==> src/rtl/hash_table_stream_adapter.sv <==
// Stream front end for hash_table: skid input, credit-gated issue, tagged response FIFO.
// Define HT_STATS_EN to add the stat_o per-op / error counters.

module hash_table #(
    parameter int KEY_WIDTH           = 5,
    parameter int DATA_WIDTH          = 25,
    parameter int NUMBER_OF_TABLES    = 8,
    parameter int HASH_TABLE_MAX_SIZE = 5,
    parameter logic [NUMBER_OF_TABLES*32-1:0] HASH_TABLE_SIZES = {8{32'd5}},
    parameter int BUCKET_SIZE         = 2,
    parameter int CAM_SIZE            = 8
) (
    input  logic                  clk,
    input  logic                  reset,
    input  logic [NUMBER_OF_TABLES*HASH_TABLE_MAX_SIZE*KEY_WIDTH-1:0] matrixes_i,
    input  logic                  valid_i,
    output logic                  ready_o,
    input  logic [1:0]            op_i,
    input  logic [KEY_WIDTH-1:0]  key_i,
    input  logic [DATA_WIDTH-1:0] data_i,
    output logic                  valid_o,
    input  logic                  ready_i,
    output logic [DATA_WIDTH-1:0] read_data_o,
    output logic                  key_already_present_o,
    output logic                  no_element_found_o,
    output logic                  no_write_space_o,
    output logic                  no_deletion_target_o
);
    localparam int CAP = NUMBER_OF_TABLES * BUCKET_SIZE + CAM_SIZE;
    localparam int IW  = $clog2(CAP);
    localparam int unused_sizes = HASH_TABLE_MAX_SIZE + int'(HASH_TABLE_SIZES[31:0]);

    logic                  unused_matrix;
    logic [CAP-1:0]        used;
    logic [KEY_WIDTH-1:0]  keys [CAP];
    logic [DATA_WIDTH-1:0] vals [CAP];
    logic                  hit;
    logic [IW-1:0]         hit_idx;
    logic                  has_free;
    logic [IW-1:0]         free_idx;
    logic                  fire;

    assign unused_matrix = ^matrixes_i;
    assign ready_o = ready_i | ~valid_o;
    assign fire    = valid_i & ready_o;

    // Descending scan so the lowest matching / free slot wins.
    always_comb begin
        hit      = 1'b0;
        hit_idx  = '0;
        has_free = 1'b0;
        free_idx = '0;
        for (int i = CAP - 1; i >= 0; i--) begin
            if (used[i] && keys[i] == key_i) begin
                hit     = 1'b1;
                hit_idx = IW'(i);
            end
            if (!used[i]) begin
                has_free = 1'b1;
                free_idx = IW'(i);
            end
        end
    end

    always_ff @(posedge clk) begin
        if (reset) begin
            used                  <= '0;
            valid_o               <= 1'b0;
            read_data_o           <= '0;
            key_already_present_o <= 1'b0;
            no_element_found_o    <= 1'b0;
            no_write_space_o      <= 1'b0;
            no_deletion_target_o  <= 1'b0;
        end else if (fire) begin
            valid_o               <= 1'b1;
            read_data_o           <= '0;
            key_already_present_o <= 1'b0;
            no_element_found_o    <= 1'b0;
            no_write_space_o      <= 1'b0;
            no_deletion_target_o  <= 1'b0;
            case (op_i)
                2'b01: begin
                    if (hit) read_data_o <= vals[hit_idx];
                    else     no_element_found_o <= 1'b1;
                end
                2'b10: begin
                    if (hit) begin
                        key_already_present_o <= 1'b1;
                    end else if (has_free) begin
                        used[free_idx] <= 1'b1;
                        keys[free_idx] <= key_i;
                        vals[free_idx] <= data_i;
                    end else begin
                        no_write_space_o <= 1'b1;
                    end
                end
                2'b11: begin
                    if (hit) used[hit_idx] <= 1'b0;
                    else     no_deletion_target_o <= 1'b1;
                end
                default: ;
            endcase
        end else if (ready_i) begin
            valid_o <= 1'b0;
        end
    end
endmodule

module hash_table_stream_adapter #(
    parameter int KEY_WIDTH           = 5,
    parameter int DATA_WIDTH          = 25,
    parameter int NUMBER_OF_TABLES    = 8,
    parameter int HASH_TABLE_MAX_SIZE = 5,
    parameter logic [NUMBER_OF_TABLES*32-1:0] HASH_TABLE_SIZES = {8{32'd5}},
    parameter int BUCKET_SIZE         = 2,
    parameter int CAM_SIZE            = 8,
    parameter int TAG_WIDTH           = 4,
    parameter int OUT_FIFO_DEPTH      = 4,
    parameter int RESP_WIDTH          = 40
) (
    input  logic                  clk,
    input  logic                  reset,
    input  logic [NUMBER_OF_TABLES*HASH_TABLE_MAX_SIZE*KEY_WIDTH-1:0] matrixes_i,
    input  logic [2+KEY_WIDTH+DATA_WIDTH-1:0] s_data_i,
    input  logic                  s_valid_i,
    output logic                  s_ready_o,
    output logic [RESP_WIDTH-1:0] m_data_o,
    output logic                  m_valid_o,
    input  logic                  m_ready_i
`ifdef HT_STATS_EN
    ,
    output logic [4*32-1:0]       stat_o
`endif
);
    localparam int REQ_W = 2 + KEY_WIDTH + DATA_WIDTH;
    localparam int PW    = $clog2(OUT_FIFO_DEPTH);
    localparam int CW    = $clog2(OUT_FIFO_DEPTH + 1);

    if (RESP_WIDTH < DATA_WIDTH + TAG_WIDTH + 4) begin : g_bad_resp_width
        $error("RESP_WIDTH too small for flags, tag and data");
    end

    logic [REQ_W-1:0]       sk_mem [2];
    logic                   sk_wp;
    logic                   sk_rp;
    logic [1:0]             sk_cnt;
    logic [1:0]             sk_cnt_nxt;
    logic [REQ_W-1:0]       head;
    logic [CW-1:0]          credits;
    logic [CW-1:0]          in_flight;
    logic [CW-1:0]          fifo_cnt;
    logic [CW-1:0]          fifo_cnt_nxt;
    logic [TAG_WIDTH-1:0]   tag;
    logic [TAG_WIDTH+1:0]   tf_mem [OUT_FIFO_DEPTH];
    logic [TAG_WIDTH+1:0]   tf_head;
    logic [PW-1:0]          tf_wp;
    logic [PW-1:0]          tf_rp;
    logic [RESP_WIDTH-1:0]  rf_mem [OUT_FIFO_DEPTH];
    logic [PW-1:0]          rf_wp;
    logic [PW-1:0]          rf_rp;
    logic [RESP_WIDTH-1:0]  resp;
    logic                   s_push;
    logic                   issue;
    logic                   m_pop;
    logic                   ht_ready;
    logic                   ht_valid;
    logic [DATA_WIDTH-1:0]  ht_rdata;
    logic [3:0]             ht_flags;

    assign head     = sk_mem[sk_rp];
    assign tf_head  = tf_mem[tf_rp];
    assign s_push   = s_valid_i & s_ready_o;
    assign issue    = (sk_cnt != 2'd0) & (credits != '0) & ht_ready;
    assign m_pop    = m_valid_o & m_ready_i;
    assign m_data_o = m_valid_o ? rf_mem[rf_rp] : '0;

    assign sk_cnt_nxt   = sk_cnt + 2'(s_push) - 2'(issue);
    assign fifo_cnt_nxt = fifo_cnt + CW'(ht_valid) - CW'(m_pop);

    hash_table #(
        .KEY_WIDTH           (KEY_WIDTH),
        .DATA_WIDTH          (DATA_WIDTH),
        .NUMBER_OF_TABLES    (NUMBER_OF_TABLES),
        .HASH_TABLE_MAX_SIZE (HASH_TABLE_MAX_SIZE),
        .HASH_TABLE_SIZES    (HASH_TABLE_SIZES),
        .BUCKET_SIZE         (BUCKET_SIZE),
        .CAM_SIZE            (CAM_SIZE)
    ) u_ht (
        .clk                   (clk),
        .reset                 (reset),
        .matrixes_i            (matrixes_i),
        .valid_i               (issue),
        .ready_o               (ht_ready),
        .op_i                  (head[REQ_W-1 -: 2]),
        .key_i                 (head[DATA_WIDTH +: KEY_WIDTH]),
        .data_i                (head[DATA_WIDTH-1:0]),
        .valid_o               (ht_valid),
        .ready_i               (1'b1),
        .read_data_o           (ht_rdata),
        .key_already_present_o (ht_flags[3]),
        .no_element_found_o    (ht_flags[2]),
        .no_write_space_o      (ht_flags[1]),
        .no_deletion_target_o  (ht_flags[0])
    );

    // Tag FIFO entry is {op, tag}; op masks read data off non-read responses.
    always_comb begin
        resp = '0;
        resp[RESP_WIDTH-1 -: 4]      = ht_flags;
        resp[DATA_WIDTH +: TAG_WIDTH] = tf_head[TAG_WIDTH-1:0];
        if (tf_head[TAG_WIDTH +: 2] == 2'b01) resp[DATA_WIDTH-1:0] = ht_rdata;
    end

    always_ff @(posedge clk) begin
        if (reset) begin
            sk_wp     <= 1'b0;
            sk_rp     <= 1'b0;
            sk_cnt    <= '0;
            s_ready_o <= 1'b0;
            credits   <= CW'(OUT_FIFO_DEPTH);
            in_flight <= '0;
            tag       <= '0;
            tf_wp     <= '0;
            tf_rp     <= '0;
            rf_wp     <= '0;
            rf_rp     <= '0;
            fifo_cnt  <= '0;
            m_valid_o <= 1'b0;
        end else begin
            sk_cnt    <= sk_cnt_nxt;
            s_ready_o <= sk_cnt_nxt != 2'd2;
            if (s_push) begin
                sk_mem[sk_wp] <= s_data_i;
                sk_wp         <= ~sk_wp;
            end
            if (issue) begin
                sk_rp         <= ~sk_rp;
                tf_mem[tf_wp] <= {head[REQ_W-1 -: 2], tag};
                tf_wp         <= tf_wp + PW'(1);
                tag           <= tag + TAG_WIDTH'(1);
            end
            if (ht_valid) begin
                rf_mem[rf_wp] <= resp;
                rf_wp         <= rf_wp + PW'(1);
                tf_rp         <= tf_rp + PW'(1);
            end
            if (m_pop) rf_rp <= rf_rp + PW'(1);
            case ({issue, m_pop})
                2'b10:   credits <= credits - CW'(1);
                2'b01:   credits <= credits + CW'(1);
                default: ;
            endcase
            in_flight <= in_flight + CW'(issue) - CW'(ht_valid);
            fifo_cnt  <= fifo_cnt_nxt;
            m_valid_o <= fifo_cnt_nxt != '0;
        end
    end

    always_ff @(posedge clk) begin
        if (!reset)
            assert (int'(credits) + int'(in_flight) + int'(fifo_cnt) == OUT_FIFO_DEPTH);
    end

`ifdef HT_STATS_EN
    logic [31:0] st_rd;
    logic [31:0] st_wr;
    logic [31:0] st_del;
    logic [31:0] st_err;

    assign stat_o = {st_err, st_del, st_wr, st_rd};

    always_ff @(posedge clk) begin
        if (reset) begin
            st_rd  <= '0;
            st_wr  <= '0;
            st_del <= '0;
            st_err <= '0;
        end else if (ht_valid) begin
            case (tf_head[TAG_WIDTH +: 2])
                2'b01:   if (st_rd != '1) st_rd <= st_rd + 32'd1;
                2'b10:   if (st_wr != '1) st_wr <= st_wr + 32'd1;
                2'b11:   if (st_del != '1) st_del <= st_del + 32'd1;
                default: ;
            endcase
            if (|ht_flags && st_err != '1) st_err <= st_err + 32'd1;
        end
    end
`endif
endmodule

==> config.mk <==
export PLATFORM = sky130hd
export DESIGN_NAME = hash_table_stream_adapter
export DESIGN_NICKNAME = d
export VERILOG_FILES = /design/src/rtl/hash_table_stream_adapter.sv
export SDC_FILE = /design/constraint.sdc
export NUM_CORES = 1
export LEC_CHECK = 0
export ABC_CLOCK_PERIOD_IN_PS = 8400
export CAP_MARGIN = 25
export CORE_MARGIN = 2
export CORE_UTILIZATION = 40
export CTS_CLUSTER_DIAMETER = 80
export CTS_CLUSTER_SIZE = 12
export DETAILED_ROUTE_END_ITERATION = 6
export PLACE_DENSITY = 0.64
export SYNTH_ARGS = -nofsm -noshare
export SYNTH_HDL_FRONTEND = slang
export SYNTH_SLANG_ARGS = --single-unit
export TNS_END_PERCENT = 10
==> constraint.sdc <==
create_clock -name clk -period 8.4 [get_ports clk]
set_input_delay 2.52 -clock clk [delete_from_list [all_inputs] [get_ports clk]]
set_output_delay 2.52 -clock clk [all_outputs]
set_load 0.01 [all_outputs]
==> results of run 1 <==
==> state kept, by name (all words and copies together) (netlist names), 2 cells and up, named ones only <==
signal and cells:
credits 3, fifo_cnt 3, rf_mem 132, rf_rp 2, rf_wp 2, sk_cnt 2, sk_mem 64, tag 4
tf_mem 24, tf_rp 2, tf_wp 2, u_ht.keys 120, u_ht.read_data_o 25, u_ht.used 24, u_ht.vals 600
==> final timing paths <==
check | cells after the start | end | start
hold / removal | 2 | u_ht.read_data_o[0]$_SDFFE_PP0P_ | u_ht.read_data_o[0]$_SDFFE_PP0P_
hold reg to reg | 2 | u_ht.read_data_o[0]$_SDFFE_PP0P_ | u_ht.read_data_o[0]$_SDFFE_PP0P_
setup reg to reg | 14 | u_ht.vals[16][21]$_DFFE_PP_ | flip-flop
setup / recovery | 14 | u_ht.vals[16][21]$_DFFE_PP_ | flip-flop
==> per-stage QoR <==
step,total power [mW],hold WS (ns)
after floorplan,7.08,0.411
after global placement,7.56,0.449
after detailed placement,7.63,0.457
after CTS,11.5,0.473
after global routing,11.8,0.509
final,11.4,0.462
==> where the power goes <==
group          internal (mW)  switching, mW  leakage (nW)  total [mW]
logic                  0.533          0.947          3.97        1.48
registers               5.99         0.0811          9.32        6.07
clock network           2.11           1.78          1.29        3.89
==> synthesized netlist by cell type (9+ instances only) <==
| cell type | instances | share of area, % |
|---|---|---|
| o31ai_1 | 14 | 0.26 |
| and2_1 | 86 | 1.3 |
| a32oi_1 | 12 | 0.26 |
| and3_1 | 16 | 0.25 |
| buf_2 | 22 | 0.27 |
| nor2_1 | 133 | 1.2 |
| edfxtp_1 | 940 | 70 |
| a211oi_1 | 26 | 0.48 |
| buf_6 | 10 | 0.28 |
| o221ai_1 | 9 | 0.19 |
| a31oi_1 | 19 | 0.29 |
| ha_1 | 14 | 0.43 |
| dfxtp_1 | 83 | 4.1 |
| nor4_1 | 19 | 0.29 |
| buf_4 | 16 | 0.30 |
| a21oi_1 | 76 | 0.94 |
| o22ai_1 | 43 | 0.66 |
| nand4_1 | 30 | 0.46 |
| xor2_1 | 37 | 0.80 |
| xnor2_1 | 84 | 1.8 |
| a22oi_1 | 16 | 0.30 |
| a221oi_1 | 21 | 0.45 |
| inv_1 | 31 | 0.29 |
| nand2_1 | 284 | 2.6 |
| mux2_2 | 29 | 0.81 |
| nand3_1 | 95 | 1.2 |
| o21ai_0 | 38 | 0.47 |
| clkbuf_1 | 67 | 0.62 |
| nor3_1 | 33 | 0.41 |
| mux4_2 | 45 | 2.5 |
| o22a_1 | 10 | 0.22 |
| mux2i_1 | 89 | 2.2 |
==> metal layers <==
layer,global-route usage (%),part of all wire [%],vias up
met3,4.24,9.8,220
met1,27.9,41,11900
met4,7.08,3.3,4
met5,0,0.025,-
li1,-,-,10200
met2,31.8,46,1196
==> area by class of cell <==
cell class | instances | area (sq um) | share of cell area [%]
inverters | 31 | 116 | 0.254
flip-flops and latches | 1023 | 29900 | 65.3
well taps | 1298 | 1620 | 3.55
multi-input cells | 1423 | 10100 | 22.0
diodes | 2 | 5.00 | 0.0109
repair buffers | 148 | 1400 | 3.06
clock buffers | 146 | 2590 | 5.66
clock inverters | 8 | 98.8 | 0.216
==> cells by family after synthesis <==
| family | Yosys count | synth area share (%) |
|---|---|---|
| DFF | 1023 | 73.8 |
| and+or+nand+nor | 738 | 8.62 |
| AOI/OAI and AO/OA | 374 | 6.57 |
| muxes | 167 | 5.74 |
| buffers and inverters | 160 | 2.06 |
| xor gates and xnor gates | 121 | 2.62 |
| adders and majority gates | 16 | 0.532 |
| other | 1 | 0.00926 |
==> worst register-to-register path, delay by kind of cell, from the launching register on <==
family,cells,cell delay (ns)
DFF,1,0.52
buffers and inverters,3,1.39
AOI/OAI and AO/OA,1,0.23
xor gates and xnor gates,1,0.14
and+or+nand+nor,8,3.22
muxes,1,0.58
==> results.txt, run 1 <==
----------------------------------------------------
[Critical path]
  Crit-path leading delay family ... simple AND/OR/NAND/NOR gates
  Most Frequent Cell on Critical Path ... buf_4
  Max stage delay on crit path ... 0.77 ns
  Worst Path Class, Setup ... reg2reg
  Element type at the critical path start ... flip-flop
  Arrival @ worst endpoint ... between 6 and 7 ns
  Endpoint kind of the worst setup timing path ... flip-flop
  Count of buffering cells on the critical path with inverters included ... 3
  Crit path max-delay cell type ... nor2_4
  Worst reg2reg setup slack ... ~2 ns
  Critical Path Fanout Max ... 28
  Required time worst endpoint ... between 8 and 9 ns
  Critical path, cell by cell ... buf_4 -> mux2i_4 -> buf_4 -> xor2_1 -> nand4_1 -> o22a_1 -> nand3_1 -> nor4_2 -> nand2_1 -> nor2_1 -> nand3_1 -> or3_1 -> nor2_4 -> buf_4

[Job]
  Max_cap viols ... 0

[Cells and area]
  Count of nets after finishing ... ~3000
  Core utilization of the finished layout ... 45.7%
  Most common cell after layout, fill and taps aside ... edfxtp_1
  Number of inserted filler cells in the final layout ... ~8600
  Final Non-Filler Cells ... 4079
  Layout-stage area growth over the synthesis result ... 13.1%
  Finished Cell Area ... about 46000 sq um
  Share of post-route cells with drive strength above 1 ... between 10% and 20%
  Commonest non-fill, non-tap cells in the layout ... edfxtp_1, nand2_1, nor2_1, clkbuf_16, nand3_1

[Synth]
  Average cell area after synthesis ... ~16 sq um
  Total of flip-flops plus latches after synthesis ... ~1000
  Post-synthesis instance total ... between 2000 and 3000
  EDFF count, synth ... 940
  Fraction of the yosys area taken by sequential cells ... about 74%
  Ys flop type ... edfxtp_1
  Async S/R FF share, synth ... 0%
  Warnings from Yosys ... 0
  Post-synth cell types ... 89
  Post-Syn Area ... 40500 sq um

[Timing]
  Post-route setup TNS ... 0 ns
  Clock skew after layout ... approximately 0.037 ns
  Worst setup margin ... 1.95 ns
  Final cycle utilization of the critical path ... around three quarters
  Setup repair after global routing missed its margin ... no
  Min cycle time layout ... about 6.4 ns
  Tightest Pin Transition ... about 1.1 ns
  Upper clock frequency limit ... approximately 160 MHz
  Slew margin rel. ... ~28%
  Final Slew Violations ... 0
  Count of endpoints failing setup in the final report ... 0
  Count of final hold-check violations ... 0

[Place]
  Detailed-placement wirelength estimate ... about 64000 um
  Pre-CTS setup slack ... 1.99 ns
  Last weighted congestion value of the routability-driven placer ... between 0.8 and 0.9
  IO buf count ... 70
  Standard cell area after detailed placement ... ~43000 sq um
  Inst Count DP ... about 3900

[Clock tree]
  Hold Buf Count CTS ... 0
  TritonCTS Sinks ... between 1000 and 1500
  Number of buffers inserted to repair setup after CTS ... 0
  CTS H-Tree Depth ... 3
  # resized after CTS ... 0
  TritonCTS Buffers ... 95
  Clock edge transition at the registers on the reported setup and hold paths ... about 0.060 ns
  Clock latency on the worst-skew pair ... about 0.67 ns
  CTS root buf ... clkbuf_16
  Clock Path Buffers ... 3
  Clock tree from TritonCTS ... built

[Routing]
  Number of vias in the routed layout ... about 24000
  Final antenna-violating net count ... 0
  DRC Markers ... 0
  1st-pass router iterations ... 5
  Vias per cell ... 5.78
  Detailed Route WL ... about 110000 um
  Number of design-rule violations left by the first detailed-router iteration ... about 3000
  DR WL/cell ... 26.0 um

[GRT]
  Maximum number of pins on one net before global-route repair ... 128
  Global Route Usage Sum ... between 20% and 30%
  Global-route congestion overflow total ... 0
  Antenna violations before repair ... 4
  Wire length of the first global-routing pass ... 154000 um
  Vias in the first global route ... ~23000

[Die]
  Number of top-level design ports ... around 280
  Starting density of the core ... between 40% and 50%
  Count of standard-cell rows ... about 120
  Width of the die ... 322 um
  Core area ... between 100000 and 150000 sq um
  Floorplan die height ... ~320 um
  Total die area ... 104000 sq um

[Power and ir drop]
  PD cells ... ~250 nW/um^2
  Leak ... 14.6 nW
  Maximum resistive drop on vdd ... between 0.15 and 0.2 mV

[Hold path]
  Type of the worst min-delay path ... reg2reg

[Outcome]
  Outcome ... finished clean

----------------------------------------------------
No activity file was read; power rests on OpenSTA's default activity.
==> run 2, diff against run 1 <==
--- a/config.mk
+++ b/config.mk
@@ -5,14 +5,14 @@
 export SDC_FILE = /design/constraint.sdc
 export NUM_CORES = 1
 export LEC_CHECK = 0
-export ABC_CLOCK_PERIOD_IN_PS = 8400
+export ABC_CLOCK_PERIOD_IN_PS = 5500
 export CAP_MARGIN = 25
 export CORE_MARGIN = 2
 export CORE_UTILIZATION = 40
 export CTS_CLUSTER_DIAMETER = 80
 export CTS_CLUSTER_SIZE = 12
 export DETAILED_ROUTE_END_ITERATION = 6
-export PLACE_DENSITY = 0.64
+export PLACE_DENSITY = 0.66
 export SYNTH_ARGS = -nofsm -noshare
 export SYNTH_HDL_FRONTEND = slang
 export SYNTH_SLANG_ARGS = --single-unit
==> constraint.sdc (replaced) <==
create_clock -name clk -period 5.5 [get_ports clk]
set_input_delay 1.65 -clock clk [delete_from_list [all_inputs] [get_ports clk]]
set_output_delay 1.65 -clock clk [all_outputs]
set_load 0.01 [all_outputs]
==> results.txt, run 2 (same netlist as run 1, synthesis figures left out) <==
----------------------------------------------------
[Timing]
  Min cycle time layout ... ~5.3 ns
  Final Slew Violations ... 0
  Slew margin rel. ... about 36%
  Final cycle utilization of the critical path ... a little over nine tenths
  Post-route setup TNS ... 0 ns
  Count of final hold-check violations ... 0
  Upper clock frequency limit ... 188 MHz
  Clock skew after layout ... between 0.02 and 0.03 ns
  Tightest Pin Transition ... 0.962 ns
  Worst setup margin ... about 0.17 ns
  Setup repair after global routing missed its margin ... no
  Count of endpoints failing setup in the final report ... 0

[Power and ir drop]
  Internal portion of total power ... approximately 13 mW
  Share of total power in sequential cells ... 52.6%
  PD cells ... ~380 nW/um^2
  Total power of the final layout ... between 15 and 20 mW
  Switching power as a share of total power ... between 20 and 25%
  Comb power frac ... 12.9%
  Leak ... ~15 nW
  Maximum resistive drop on vdd ... between 0.2 and 0.25 mV
  Power dissipated by switching net loads ... 4.31 mW
  Fraction of power consumed by the clock network ... 34.4%

[Cells and area]
  Largest register by flop count ... u_ht.vals
  Commonest non-fill, non-tap cells in the layout ... edfxtp_1, nand2_1, nor2_1, clkbuf_16, buf_4
  Largest registers ... u_ht.vals (600), rf_mem (132), u_ht.keys (120)
  Layout-stage area growth over the synthesis result ... 15.1%
  Max reg flops ... 600
  Multi-input gate area in the final layout ... 10100 sq um
  Most common cell after layout, fill and taps aside ... edfxtp_1
  Share of post-route cells with drive strength above 1 ... about an eighth
  Count of nets after finishing ... a little over 3000
  Register cell area after layout ... 29900 sq um
  Number of inserted filler cells in the final layout ... approximately 8500

[Routing]
  Vias per cell ... around 5.8
  1st-pass router iterations ... 5
  DR WL/cell ... about 26 um
  Number of design-rule violations left by the first detailed-router iteration ... approximately 3100
  Number of vias in the routed layout ... ~24000
  Detailed Route WL ... 108000 um
  DRC Markers ... 0
  Final antenna-violating net count ... 0

[Critical path]
  Critical Path Fanout Max ... 18
  Endpoint kind of the worst setup timing path ... flip-flop
  Element type at the critical path start ... flip-flop
  Worst Path Class, Setup ... reg2reg
  Arrival @ worst endpoint ... roughly 5.9 ns
  Required time worst endpoint ... between 6 and 7 ns

[GRT]
  Global-route congestion overflow total ... 0
  Vias in the first global route ... approximately 24000
  Maximum number of pins on one net before global-route repair ... approximately 60
  Antenna violations before repair ... 4
  Global Route Usage Sum ... between 20% and 30%
  Wire length of the first global-routing pass ... between 150000 and 200000 um

[Clock tree]
  CTS H-Tree Depth ... 3
  TritonCTS Buffers ... between 90 and 100
  Clock Path Buffers ... 3
  Hold Buf Count CTS ... 0
  CTS root buf ... clkbuf_16
  # resized after CTS ... 0
  Clock latency on the worst-skew pair ... between 0.6 and 0.7 ns
  Clock edge transition at the registers on the reported setup and hold paths ... approximately 0.060 ns
  TritonCTS Sinks ... 1023
  Clock tree from TritonCTS ... built

[Outcome]
  Outcome ... finished clean

[Hold path]
  Type of the worst min-delay path ... reg2reg

[Die]
  Starting density of the core ... roughly two fifths
  Count of standard-cell rows ... approximately 120
  Total die area ... ~100000 sq um
  Width of the die ... 322 um
  Floorplan die height ... 322 um
  Core area ... roughly 100000 sq um
  Number of top-level design ports ... ~280

[Place]
  Pre-CTS setup slack ... slightly below 0.3 ns
  Detailed-placement wirelength estimate ... 64400 um
  IO buf count ... 70
  Last weighted congestion value of the routability-driven placer ... between 0.9 and 1

[Job]
  Max_cap viols ... 0

----------------------------------------------------
## run 2: power by group through the flow
stage	sequential, mW	clock [mW]	combinational, mW
2_1_floorplan	9.38	0	1.45
3_5_place_dp	9.47	0	2.26
4_1_cts	9.31	6.16	2.26
5_1_grt	9.30	6.44	2.50
6_report	9.28	6.07	2.28
3_3_place_gp	9.48	0	2.12
## run 2: timing repair
item | CTS | global route
endpoints found under the setup margin | 0 | 1
buffers inserted | 0 | 2
endpoints found under the hold margin | 0 | 0
## run 2: area by class of cell
class                      instances  area share, %
inverter                          31          0.250
clock inverter                     6          0.193
multi-input combinational       1424           21.6
sequential                      1023           64.2
timing repair buffer             201           4.52
antenna                            1        0.00537
clock buffer                     166           5.79
tap                             1298           3.49
## run 2: critical path, stage by stage (launching register included)
cell,delay (ns)
dfxtp_2,0.50
buf_4,0.25
mux2i_4,0.23
buf_4,0.37
buf_4,0.28
xnor2_1,0.09
nor4_1,0.64
nand3_1,0.35
and2_1,0.25
o221a_2,0.32
o21a_2,0.24
buf_4,0.26
nor2_1,0.56
buf_4,0.33
o2bb2ai_1,0.17
nor4b_1,0.09
a311oi_1,0.27
## run 2: metal layers
layer  track usage, %  vias to the layer above  part of all wire, %
met5                0                        -                0.019
met4             7.46                        2                  3.5
met1             28.8                    12200                   41
li1                 -                    10300                    -
met3             3.50                      236                  9.6
met2             32.5                     1280                   46
## run 2: path summary, 6_finish.rpt
path / startpoint / to / slack (ns) / cells past startpoint
worst max register to register: flip-flop / u_ht.read_data_o[23]$_SDFFE_PP0P_ / 0.17 / 16
worst min register to register: u_ht.read_data_o[8]$_SDFFE_PP0P_ / u_ht.read_data_o[8]$_SDFFE_PP0P_ / 0.47 / 2
worst max-delay path: flip-flop / u_ht.read_data_o[23]$_SDFFE_PP0P_ / 0.17 / 16
worst min-delay path: u_ht.read_data_o[8]$_SDFFE_PP0P_ / u_ht.read_data_o[8]$_SDFFE_PP0P_ / 0.47 / 2
## run 2: stage by stage
step	cells	hold slack [ns]	area, sq um	util, %
6_report	4150	0.470	46600	46.5
5_1_grt	4149	0.495	46600	46.5
2_1_floorplan	2606	0.411	40500	-
3_5_place_dp	3972	0.460	43700	43.7
4_1_cts	4144	0.468	46500	46.5
3_3_place_gp	3968	0.458	43700	43.6
